File: config.mk
export PLATFORM = sky130hd
export DESIGN_NAME = traffic_phase_timer
export DESIGN_NICKNAME = d
export VERILOG_FILES = /design/src/rtl/traffic_phase_timer_pkg.sv /design/src/rtl/traffic_phase_timer_tick_prescaler.sv /design/src/rtl/traffic_phase_timer.sv
export SDC_FILE = /design/constraint.sdc
export NUM_CORES = 1
export LEC_CHECK = 0
export ABC_CLOCK_PERIOD_IN_PS = 3600
export BUFFER_PORTS_ARGS = -buffer_cell sky130_fd_sc_hd__clkbuf_2
export CELL_PAD_IN_SITES_DETAIL_PLACEMENT = 0
export CELL_PAD_IN_SITES_GLOBAL_PLACEMENT = 1
export CORE_MARGIN = 4
export CORE_UTILIZATION = 49
export DETAILED_ROUTE_END_ITERATION = 7
export PLACE_DENSITY_LB_ADDON = 0.1
export SYNTH_ARGS = -nofsm -noshare
export SYNTH_HDL_FRONTEND = slang
export SYNTH_SLANG_ARGS = --single-unit
File: constraint.sdc
create_clock -name clk -period 3.6 [get_ports clk]
set_clock_uncertainty 0.05 [all_clocks]
set_input_delay 0.18 -clock clk [delete_from_list [all_inputs] [get_ports clk]]
set_output_delay 0.18 -clock clk [all_outputs]
set_load 0.1 [all_outputs]
File: src/rtl/traffic_phase_timer_pkg.sv
// Shared phase encoding for the traffic-light timing stage and the light FSM.
// Keeping both sides on one package guarantees the phase codes match.
package traffic_pkg;

    typedef enum logic [1:0] {
        PH_DEF    = 2'b00,
        PH_GREEN  = 2'b01,
        PH_YELLOW = 2'b10,
        PH_RED    = 2'b11
    } phase_t;

    // DEF exists only after reset; the running cycle is GREEN -> YELLOW -> RED -> GREEN.
    function automatic phase_t next_phase(input phase_t ph);
        phase_t nxt;
        case (ph)
            PH_DEF:    nxt = PH_GREEN;
            PH_GREEN:  nxt = PH_YELLOW;
            PH_YELLOW: nxt = PH_RED;
            default:   nxt = PH_GREEN;
        endcase
        return nxt;
    endfunction

endpackage

File: src/rtl/traffic_phase_timer_tick_prescaler.sv
// Free-running divider: counts enabled cycles 0..TICK_DIV-1 and strobes on the wrap.
// The strobe is combinational so the parent can register it alongside the phase update.
module tick_prescaler #(
    parameter int unsigned TICK_DIV = 50_000_000
) (
    input  logic clk,
    input  logic reset,
    input  logic enable,
    output logic tick
);

    localparam int unsigned PW = (TICK_DIV > 1) ? $clog2(TICK_DIV) : 1;
    localparam logic [PW-1:0] LAST = PW'(TICK_DIV - 1);

    logic [PW-1:0] cnt_q;
    logic [PW-1:0] cnt_d;

    always_comb begin
        cnt_d = cnt_q;
        tick  = 1'b0;
        if (enable) begin
            if (cnt_q == LAST) begin
                cnt_d = '0;
                tick  = 1'b1;
            end else begin
                cnt_d = cnt_q + PW'(1);
            end
        end
    end

    always_ff @(posedge clk) begin
        if (reset) begin
            cnt_q <= '0;
        end else begin
            cnt_q <= cnt_d;
        end
    end

endmodule

File: src/rtl/traffic_phase_timer.sv
// Per-phase duration counter with pedestrian-request shortening of GREEN.
// tick/advance/phase/sec_left all update on the same edge, so consumers see post-advance state.
module traffic_phase_timer
    import traffic_pkg::*;
#(
    parameter int unsigned TICK_DIV    = 50_000_000,
    parameter int unsigned GREEN_S     = 10,
    parameter int unsigned YELLOW_S    = 3,
    parameter int unsigned RED_S       = 10,
    parameter int unsigned MIN_GREEN_S = 4,
    parameter int unsigned CNT_W       = 8
) (
    input  logic             clk,
    input  logic             reset,
    input  logic             enable,
    input  logic             ped_req,
    output logic             tick,
    output logic             advance,
    output logic [1:0]       phase,
    output logic [CNT_W-1:0] sec_left,
    output logic             ped_pending
);

    if (TICK_DIV < 1 || CNT_W < 1 || CNT_W > 32 ||
        GREEN_S < 1 || 64'(GREEN_S) > (64'd1 << CNT_W) ||
        YELLOW_S < 1 || 64'(YELLOW_S) > (64'd1 << CNT_W) ||
        RED_S < 1 || 64'(RED_S) > (64'd1 << CNT_W) ||
        MIN_GREEN_S < 1 || MIN_GREEN_S > GREEN_S) begin : g_param_check
        $error("traffic_phase_timer: parameter out of range");
    end

    localparam logic [CNT_W-1:0] GREEN_LD  = CNT_W'(GREEN_S - 1);
    localparam logic [CNT_W-1:0] YELLOW_LD = CNT_W'(YELLOW_S - 1);
    localparam logic [CNT_W-1:0] RED_LD    = CNT_W'(RED_S - 1);
    localparam logic [CNT_W-1:0] CUT_TH    = CNT_W'(GREEN_S - MIN_GREEN_S);

    logic tick_strobe;

    tick_prescaler #(
        .TICK_DIV(TICK_DIV)
    ) u_prescaler (
        .clk   (clk),
        .reset (reset),
        .enable(enable),
        .tick  (tick_strobe)
    );

    phase_t           phase_q, phase_d;
    logic [CNT_W-1:0] sec_left_q, sec_left_d;
    logic             tick_q, tick_d;
    logic             advance_q, advance_d;
    logic             ped_pending_q, ped_pending_d;
    logic             advance_now;
    logic             ped_clr;

    always_comb begin
        phase_d     = phase_q;
        sec_left_d  = sec_left_q;
        tick_d      = tick_strobe;
        advance_d   = 1'b0;
        advance_now = 1'b0;
        ped_clr     = 1'b0;

        if (tick_strobe) begin
            // sec_left <= GREEN_S-MIN_GREEN_S means at least MIN_GREEN_S ticks of GREEN have elapsed
            advance_now = (sec_left_q == '0) ||
                          (phase_q == PH_GREEN && ped_pending_q && sec_left_q <= CUT_TH);
            if (advance_now) begin
                advance_d = 1'b1;
                phase_d   = next_phase(phase_q);
                ped_clr   = (phase_q == PH_GREEN);
                case (phase_d)
                    PH_GREEN:  sec_left_d = GREEN_LD;
                    PH_YELLOW: sec_left_d = YELLOW_LD;
                    PH_RED:    sec_left_d = RED_LD;
                    default:   sec_left_d = '0;
                endcase
            end else begin
                sec_left_d = sec_left_q - CNT_W'(1);
            end
        end

        // a new request in the clearing cycle keeps the latch set
        ped_pending_d = ped_req | (ped_pending_q & ~ped_clr);
    end

    always_ff @(posedge clk) begin
        if (reset) begin
            phase_q       <= PH_DEF;
            sec_left_q    <= '0;
            tick_q        <= 1'b0;
            advance_q     <= 1'b0;
            ped_pending_q <= 1'b0;
        end else begin
            phase_q       <= phase_d;
            sec_left_q    <= sec_left_d;
            tick_q        <= tick_d;
            advance_q     <= advance_d;
            ped_pending_q <= ped_pending_d;
        end
    end

    assign tick        = tick_q;
    assign advance     = advance_q;
    assign phase       = phase_q;
    assign sec_left    = sec_left_q;
    assign ped_pending = ped_pending_q;

endmodule
======== Word-level counts from Yosys, hierarchy flattened ========
Index checks and enable logic that the tools add are counted.
word-level totals
  register bits ........................... 39
  bits in latches ......................... 0
  RAM bits ................................ 0
  bits in read-only memories .............. 0
  input port bits ......................... 4
  output and inout port bits .............. 13
  logic and storage cells ................. 37
  memories ................................ 0
operators by class
  $add $sub $neg .......................... 2
  multipliers ............................. 0
  divide/modulo/power cells ............... 0
  $lt $le $gt $ge ......................... 1
  equality and inequality tests ........... 6
  shift-type cells ........................ 0
  muxes and demuxes ....................... 11
  bitwise operators ....................... 4
  reduce and logical (&&, ||, !) cells .... 7
operators with widths
  operator                                              count
  adder 26 x 1 -> 26 bit (second input constant)        1
  == test 26 bit (second input constant)                1
  two-way mux 26 bit                                    1
  <= comparator 8 x 3 -> 1 bit (second input constant)  1
  zero test 8 bit                                       1
  two-way mux 8 bit                                     1
  case mux 4 bit (2 select lines)                       1
  subtractor 8 x 1 -> 8 bit (second input constant)     1
  == test 2 bit (second input constant)                 3
  two-way mux 1 bit                                     5
  == test 2 x 1 -> 1 bit (second input constant)        2
  two-way mux 2 bit                                     2
  case mux 2 bit (2 select lines)                       1
  OR reduction 2 bit                                    2
  logical AND 1 bit                                     2
  inverter 1 bit                                        2
  AND reduction 2 bit                                   1
  bitwise AND 1 bit                                     1
  logical OR 1 bit                                      1
  bitwise OR 1 bit                                      1

======== Depth between registers and ports, before layout ========
Gate-level depths: netlist (run 1).
  depth after elaboration ................. 10
  mapped depth ............................ 7
  gate-level depth less buffers ........... 6

======== By module ========
From an unflattened synthesis (run 1), not the netlist that was laid out.
unflattened totals
  cells, all modules ...................... 237
  area, all modules ....................... 2080.7 µm²
by module, submodules not included
  module               instances  cells each  area each (µm²)  sequential area each (µm²)
  tick_prescaler       1          158         1386.3           520.5
  traffic_phase_timer  1          79          694.4            260.2

======== Worst setup path after synthesis (run 1) ========
Ideal clock, no wire load.
  kind .................................... register to register
  from .................................... register sec_left_q[0], in the netlist sec_left[0]
  to ...................................... register sec_left_q[1], in the netlist sec_left[1]
  setup time .............................. 0.122 ns
  arrival ................................. 2.407 ns
  required time ........................... 3.428 ns
  setup slack ............................. 1.021 ns
  stages on the path, launching flop included .. 7
  path buffers ............................ 0
  clock period less this slack ............ 2.579 ns
  cells stage by stage .................... dfxtp_1 inv_1 ha_1 and3b_1 o21ai_0 and3_1 o311a_1
between the ends
  word-level cells in the longest chain between the ends .. 4
  elaborated cells between the ends (all ways) .. 6
  those cells by class .................... 1 x add/sub; 1 x order compare; 1 x mux; 3 x reduce/logical
ends and longest elaborated chain
  element                       line                       text
  start, declared               traffic_phase_timer.sv:49  logic [CNT_W-1:0] sec_left_q, sec_left_d;
  start signal, assigned        traffic_phase_timer.sv:96  sec_left_q <= sec_left_d;
  <= comparator 8 x 3 -> 1 bit  traffic_phase_timer.sv:67  (phase_q == PH_GREEN && ped_pending_q && sec_left_q <= CUT_TH);
  logical AND 1 bit             traffic_phase_timer.sv:67
  logical OR 1 bit              traffic_phase_timer.sv:66  advance_now = (sec_left_q == '0) ||
  two-way mux 8 bit (*)         traffic_phase_timer.sv:68  if (advance_now) begin
Mark *: on every way between the ends. The rest lies on a longest branch, timed or not.
A chain may end at the register's enable or synchronous reset.

======== Worst setup path after layout (run 1) ========
  from .................................... register u_prescaler.cnt_q[0]
  to ...................................... register phase_q[0], in the netlist phase[0]
between the ends
  word-level cells in the longest chain between the ends .. 4
ends and longest elaborated chain
  element                               line                                      text
  start, declared                       traffic_phase_timer_tick_prescaler.sv:15  logic [PW-1:0] cnt_q;
  start signal, assigned                traffic_phase_timer_tick_prescaler.sv:35  cnt_q <= cnt_d;
  == test 26 bit                        traffic_phase_timer_tick_prescaler.sv:22  if (cnt_q == LAST) begin
  two-way mux 1 bit                     traffic_phase_timer_tick_prescaler.sv:22
  two-way mux 1 bit                     traffic_phase_timer_tick_prescaler.sv:21  if (enable) begin
  AND reduction 2 bit (no source line)  n/a
  end signal, assigned                  traffic_phase_timer.sv:95                 phase_q <= phase_d;
  end, declared                         traffic_phase_timer.sv:48                 phase_t phase_q, phase_d;
No other way between the ends.

==> results of run 1 <==
## sequential cells by signal (all words and copies together), names as in the netlist
register           count
ped_pending            1
sec_left               8
advance                1
tick                   1
u_prescaler.cnt_q     26
phase                  2
## through the flow
stage / hold WS (ns) / instances
5_1_grt: 0.122 / 307
2_1_floorplan: 0.283 / 243
6_report: 0.0935 / 307
4_1_cts: 0.0896 / 307
3_3_place_gp: 0.394 / 299
3_5_place_dp: 0.403 / 299
## cell type report
| type | instances | area, sq um |
|---|---|---|
| Clock buffer | 5 | 68.8 |
| Clock inverter | 3 | 15.0 |
| Fill cell | 397 | 1790 |
| Inverter | 10 | 37.5 |
| Multi-Input combinational cell | 182 | 1260 |
| Sequential cell | 39 | 781 |
| Tap cell | 50 | 62.6 |
| Timing Repair Buffer | 18 | 95.1 |
## logic make-up (layout without fill, tap and decap cells)
group / after synthesis / after routing
xor+xnor: 12 / 12
simple gates: 111 / 111
flops: 39 / 39
mux: 5 / 5
compound gates: 48 / 48
fa+ha+maj: 6 / 6
buf+inv: 22 / 36
## power by group
group | switching [mW] | internal [mW]
sequential | 0.00325 | 0.434
combinational | 0.0203 | 0.00803
clock | 0.153 | 0.133
total | 0.176 | 0.575
## synthesized netlist by cell type (2+ instances only)
| master | number |
|---|---|
| nor4_1 | 4 |
| nor2_1 | 21 |
| or3_1 | 10 |
| xor2_1 | 7 |
| mux2i_1 | 2 |
| buf_2 | 4 |
| nor3_1 | 4 |
| a2111oi_0 | 2 |
| or4_4 | 3 |
| and4_1 | 4 |
| clkbuf_1 | 7 |
| o21ai_0 | 9 |
| nand3_1 | 13 |
| or2_2 | 3 |
| nand4_1 | 11 |
| or4_1 | 11 |
| or3b_2 | 2 |
| o311ai_0 | 5 |
| ha_1 | 6 |
| and3_1 | 4 |
| nor2b_1 | 2 |
| xnor2_1 | 5 |
| inv_1 | 10 |
| a21oi_1 | 13 |
| nor4b_1 | 3 |
| o41ai_1 | 2 |
| o31ai_1 | 8 |
| dfxtp_1 | 39 |
| nor4bb_1 | 2 |
| nand2_1 | 8 |
| o211ai_1 | 2 |
| mux2_2 | 3 |
## final timing paths
kind,from,end,slack (ns),cells after the start
min reg2reg,u_prescaler.cnt_q[23]$_SDFFE_PP0P_,u_prescaler.cnt_q[23]$_SDFFE_PP0P_,0.45,2
min,ped_req,ped_pending$_SDFF_PP0_,0.09,3
max reg2reg,u_prescaler.cnt_q[0]$_SDFFE_PP0P_,phase[0]$_SDFFE_PP0P_,1.34,5
max,u_prescaler.cnt_q[0]$_SDFFE_PP0P_,phase[0]$_SDFFE_PP0P_,1.34,5
## worst min-delay path: stages
cell and delay [ns]:
clkbuf_2 0.09, inv_1 0.05, a311oi_1 0.07
## per-layer routing
| metal | vias up | track usage [%] | part of all wire [%] | wire length [um] |
|---|---|---|---|---|
| li1 | 952 | - | - | - |
| met1 | 876 | 29.2 | 52 | 2470 |
| met2 | 28 | 27.6 | 43 | 2020 |
| met3 | 9 | 4.05 | 3.6 | 169 |
| met4 | 0 | 7.65 | 1.9 | 91 |
| met5 | - | 0 | 0 | 0 |
==> impl_metrics.env, run 1 <==
export IMPL_portBuffers=16
export IMPL_synthCells=243
export IMPL_crit_chain="ha_1 > nand3_1 > or4_4 > nor4_4 > mux2_2"
export IMPL_cts_sinks=39
export IMPL_ir_drop_mv=0.202
export IMPL_worstPathMaxFanout=11
export IMPL_post_cts_setup_buffer_count=0
export IMPL_p_total_uw=751
export IMPL_rsz0062_at_grt="no"
export IMPL_drive_gt1_share_pct=16.3
export IMPL_grt_antenna_before_repair=0
export IMPL_cts_hold_buf=0
export IMPL_synth_fp_nets=253
export IMPL_yosys_area_share_simple_pct=32.8
export IMPL_crit_type="reg2reg"
export IMPL_layout_cells_most_common="dfxtp_1"
export IMPL_setup_violations=0
export IMPL_p_leak_nw=0.837
export IMPL_ctsLongestPathBuffers=2
export IMPL_grt_max_degree=24
export IMPL_finalSetupTns_ns=0
export IMPL_synthMuxAreaShare_pct=2.52
export IMPL_insertion_delay_ns=0.30
export IMPL_yosysWarnings=0
export IMPL_ioPinCount=17
export IMPL_h_tree_depth=2
export IMPL_status="completed"
export IMPL_grt_usage_pct=19.6
export IMPL_synth_compound_area_share_pct=15.3
export IMPL_cts_tree="done"
export IMPL_maxCapViolCount=0
export IMPL_start_util_pct=52.0
export IMPL_cp_start_kind="flip-flop"
export IMPL_gp_congestion=0.822
export IMPL_nets=266
export IMPL_grt_ovfl_total=0
export IMPL_cts_clk_slew_worst_paths_ns=0.07
export IMPL_avgViaCountPerCell=6.07
export IMPL_end_kind="flip-flop"
export IMPL_max_slew_margin_rel_pct=52.4
export IMPL_wire_per_inst_um=15.5
export IMPL_cp_slowest_cell="or4_4"
export IMPL_hpwl_um=3360
export IMPL_worstPathArrival_ns=2.40
export IMPL_areaGrowthSynthToFinish_pct=8.60
export IMPL_cts_buffers=5
export IMPL_synthTopCellsByArea="dfxtp_1, or4_1, nor2_1"
export IMPL_wirelength_um=4760
export IMPL_yosys_register_bits=39
export IMPL_slowest_delay_ns=0.63
export IMPL_synth_top_cell_by_area="dfxtp_1"
export IMPL_die_area_sq_mm=0.00548
export IMPL_std_cell_rows=23
export IMPL_postSynthAreaPerCell_sq_um=8.80
export IMPL_synth_xor_area_share_pct=4.92
export IMPL_dr_first_iter_drc_count=172
export IMPL_finalMaxSlewViolations=0
export IMPL_path_delay_family="simple AND/OR/NAND/NOR gates"
export IMPL_cts_resized=0
export IMPL_cts_root_buf="clkbuf_8"
export IMPL_dr_pass1_iters=4
export IMPL_ant_nets=0
export IMPL_die_height_um=74.1
export IMPL_vias=1865
export IMPL_postPlaceCellArea_sq_mm=0.00224
export IMPL_worst_hold_path_type="in2reg"
export IMPL_diodes=0
export IMPL_seq_area_frac_synth_pct=36.5
export IMPL_hold_viol_final=0
export IMPL_tightest_slew_ns=0.707
export IMPL_layout_common_cells="dfxtp_1, nor2_1, clkbuf_2, nand3_1, a21oi_1"
export IMPL_powerDensity_mw_per_mm2=324
export IMPL_ys_flop_type="dfxtp_1"
export IMPL_synthesis_area_sq_mm=0.00214
export IMPL_synth_cell_types=46
export IMPL_synthArstFlopShare_pct=0
export IMPL_fp_dieW_um=74.1
export IMPL_dp_worst_setup_slack_ns=1.33
export IMPL_synth_edf_count=0
export IMPL_grt_pass1_wl_um=8400
export IMPL_drc_errors=0
export IMPL_postLayoutCellArea_sq_mm=0.00232
export IMPL_synth_adder_area_share_pct=3.51
export IMPL_cp_num_buf_inv=0
export IMPL_yosysTopAreaCellShare_pct=36.5
export IMPL_fmax_mhz=442
export IMPL_core_area_sq_mm=0.00412
export IMPL_post_route_period_util_pct=62.9
export IMPL_synth_top_family_by_area="simple AND/OR/NAND/NOR gates"
export IMPL_final_core_util_pct=56.4
export IMPL_cp_required_ns=3.74
export IMPL_finalCriticalPeriod_ns=2.26
export IMPL_setup_slack_ns=1.34
export IMPL_grt_pass1_vias=1716
No activity file was read; power rests on OpenSTA's default activity.
==> inputs of run 2 (changes only) <==
- ABC_CLOCK_PERIOD_IN_PS: 3600 -> 2250
- CORE_UTILIZATION: 49 -> 45
- clock period: 3.6 -> 2.25 ns (I/O delays scaled with it)
==> run 2 against run 1 <==
  * Utilization decreased by 1.7 points
  * Fmax rose by 4.5%
  * Via count is 3.6% higher
  * Critical path depth is 1 higher
==> impl_metrics.env, run 2 (synthesis results as in run 1) <==
export IMPL_dr_pass1_iters=4
export IMPL_worstPathArrival_ns=2.30
export IMPL_setup_slack_ns=0.0820
export IMPL_die_area_sq_mm=0.00592
export IMPL_crit_chain="inv_1 > ha_1 > or3b_2 > o21a_2 > nor4_4 > mux2_2"
export IMPL_fmax_mhz=461
export IMPL_cts_root_buf="clkbuf_8"
export IMPL_insertion_delay_ns=0.29
export IMPL_std_cell_rows=24
export IMPL_grt_use_met1_pct=23.3
export IMPL_grt_usage_pct=17.4
export IMPL_nets=280
export IMPL_finalCriticalPeriod_ns=2.17
export IMPL_path_delay_family="simple AND/OR/NAND/NOR gates"
export IMPL_cp_start_kind="flip-flop"
export IMPL_maxCapViolCount=0
export IMPL_ctsLongestPathBuffers=2
export IMPL_grt_max_degree=24
export IMPL_wirelength_um=5040
export IMPL_end_kind="flip-flop"
export IMPL_wire_per_inst_um=15.6
export IMPL_hold_start="ped_req"
export IMPL_cts_sinks=39
export IMPL_top_usage_layer="met2"
export IMPL_powerDensity_mw_per_mm2=499
export IMPL_start_util_pct=47.8
export IMPL_post_route_period_util_pct=96.4
export IMPL_avgViaCountPerCell=5.98
export IMPL_ant_nets=0
export IMPL_finalSetupTns_ns=0
export IMPL_slowest_delay_ns=0.47
export IMPL_r2r_start="sec_left[1]$_SDFFE_PP0P_"
export IMPL_hold_viol_final=0
export IMPL_worstPathMaxFanout=5
export IMPL_cp_num_buf_inv=1
export IMPL_tightest_slew_ns=0.542
export IMPL_ir_drop_mv=0.353
export IMPL_cp_slowest_cell="or3b_2"
export IMPL_top_register="u_prescaler.cnt_q"
export IMPL_grt_pass1_wl_um=8540
export IMPL_dp_worst_setup_slack_ns=0.108
export IMPL_p_leak_nw=0.900
export IMPL_ioPinCount=17
export IMPL_areaGrowthSynthToFinish_pct=14.5
export IMPL_core_area_sq_mm=0.00447
export IMPL_setup_violations=0
export IMPL_finalMaxSlewViolations=0
export IMPL_cts_clk_slew_worst_paths_ns=0.08
export IMPL_crit_type="reg2reg"
export IMPL_vias=1932
export IMPL_cp_required_ns=2.38
export IMPL_cts_buffers=5
export IMPL_die_height_um=76.9
export IMPL_cts_hold_buf=0
export IMPL_use_met2_pct=27.9
export IMPL_critPathLaunch="sec_left[1]$_SDFFE_PP0P_"
export IMPL_status="completed"
export IMPL_drc_errors=0
export IMPL_rsz0062_at_grt="no"
export IMPL_gp_congestion=0.811
export IMPL_dr_first_iter_drc_count=99
export IMPL_grt_antenna_before_repair=0
export IMPL_grt_ovfl_total=0
export IMPL_layout_common_cells="dfxtp_1, nor2_1, clkbuf_2, buf_4"
export IMPL_largest_reg_flops=26
export IMPL_use_met3_pct=3.51
export IMPL_h_tree_depth=2
export IMPL_layout_cells_most_common="dfxtp_1"
export IMPL_drive_gt1_share_pct=23.2
export IMPL_portBuffers=16
export IMPL_worst_hold_path_type="in2reg"
export IMPL_hpwl_um=3620
export IMPL_grt_pass1_vias=1779
export IMPL_cts_tree="done"
export IMPL_fp_dieW_um=76.9
export IMPL_diodes=0
export IMPL_max_slew_margin_rel_pct=64.1
-- run 2: final timing paths --
check,slack (ns),to,cells past startpoint
setup / recovery,0.08,phase[1]$_SDFFE_PP0P_,6
hold / removal,0.02,ped_pending$_SDFF_PP0_,3
setup reg to reg,0.08,phase[1]$_SDFFE_PP0P_,6
hold reg to reg,0.44,u_prescaler.cnt_q[23]$_SDFFE_PP0P_,2
-- run 2: per-stage QoR --
step	util (%)	instances	hold slack, ns	cell area (sq um)	total power, mW
2_1_floorplan	-	243	0.215	2140	0.751
3_3_place_gp	52.6	315	0.325	2350	0.762
3_5_place_dp	52.6	315	0.330	2350	0.763
4_1_cts	54.6	323	0.0151	2440	1.24
5_1_grt	54.7	323	0.0292	2450	1.27
6_report	54.7	323	0.0227	2450	1.22
-- run 2: final cells by class --
cell class	instances	area, sq um
fillers	427	2030
clock buffers	5	68.8
multi-input cells	182	1260
repair buffers	32	204
inverters	10	37.5
clock inverters	3	20.0
well taps	52	65.1
flip-flops and latches	39	787
-- run 2: where the power goes --
group	leakage [nW]	internal (mW)	switching, mW
logic	0.543	0.0145	0.0338
registers	0.317	0.695	0.00501
clock network	0.0402	0.216	0.258
-- run 2: per-layer routing --
layer  share of wire [%]  vias to the layer above
met5                   0                        -
met4                 1.2                        0
met3                 3.3                        6
met2                  46                       36
met1                  50                      909
li1                    -                      981
-- run 2: worst register-to-register path, delay by kind of cell (launching register included) --
| family | cells | cell delay (ns) |
|---|---|---|
| and+or+nand+nor | 2 | 0.83 |
| muxes | 1 | 0.37 |
| DFF | 1 | 0.34 |
| adders and majority gates | 1 | 0.17 |
| AOI/OAI and AO/OA | 1 | 0.17 |
| buffers and inverters | 1 | 0.12 |
-- run 2: repair_timing --
action                                  4_1_cts  5_1_grt
setup buffers                                 0        0
endpoints found under the setup margin        0       18
gates resized for setup                       0        5
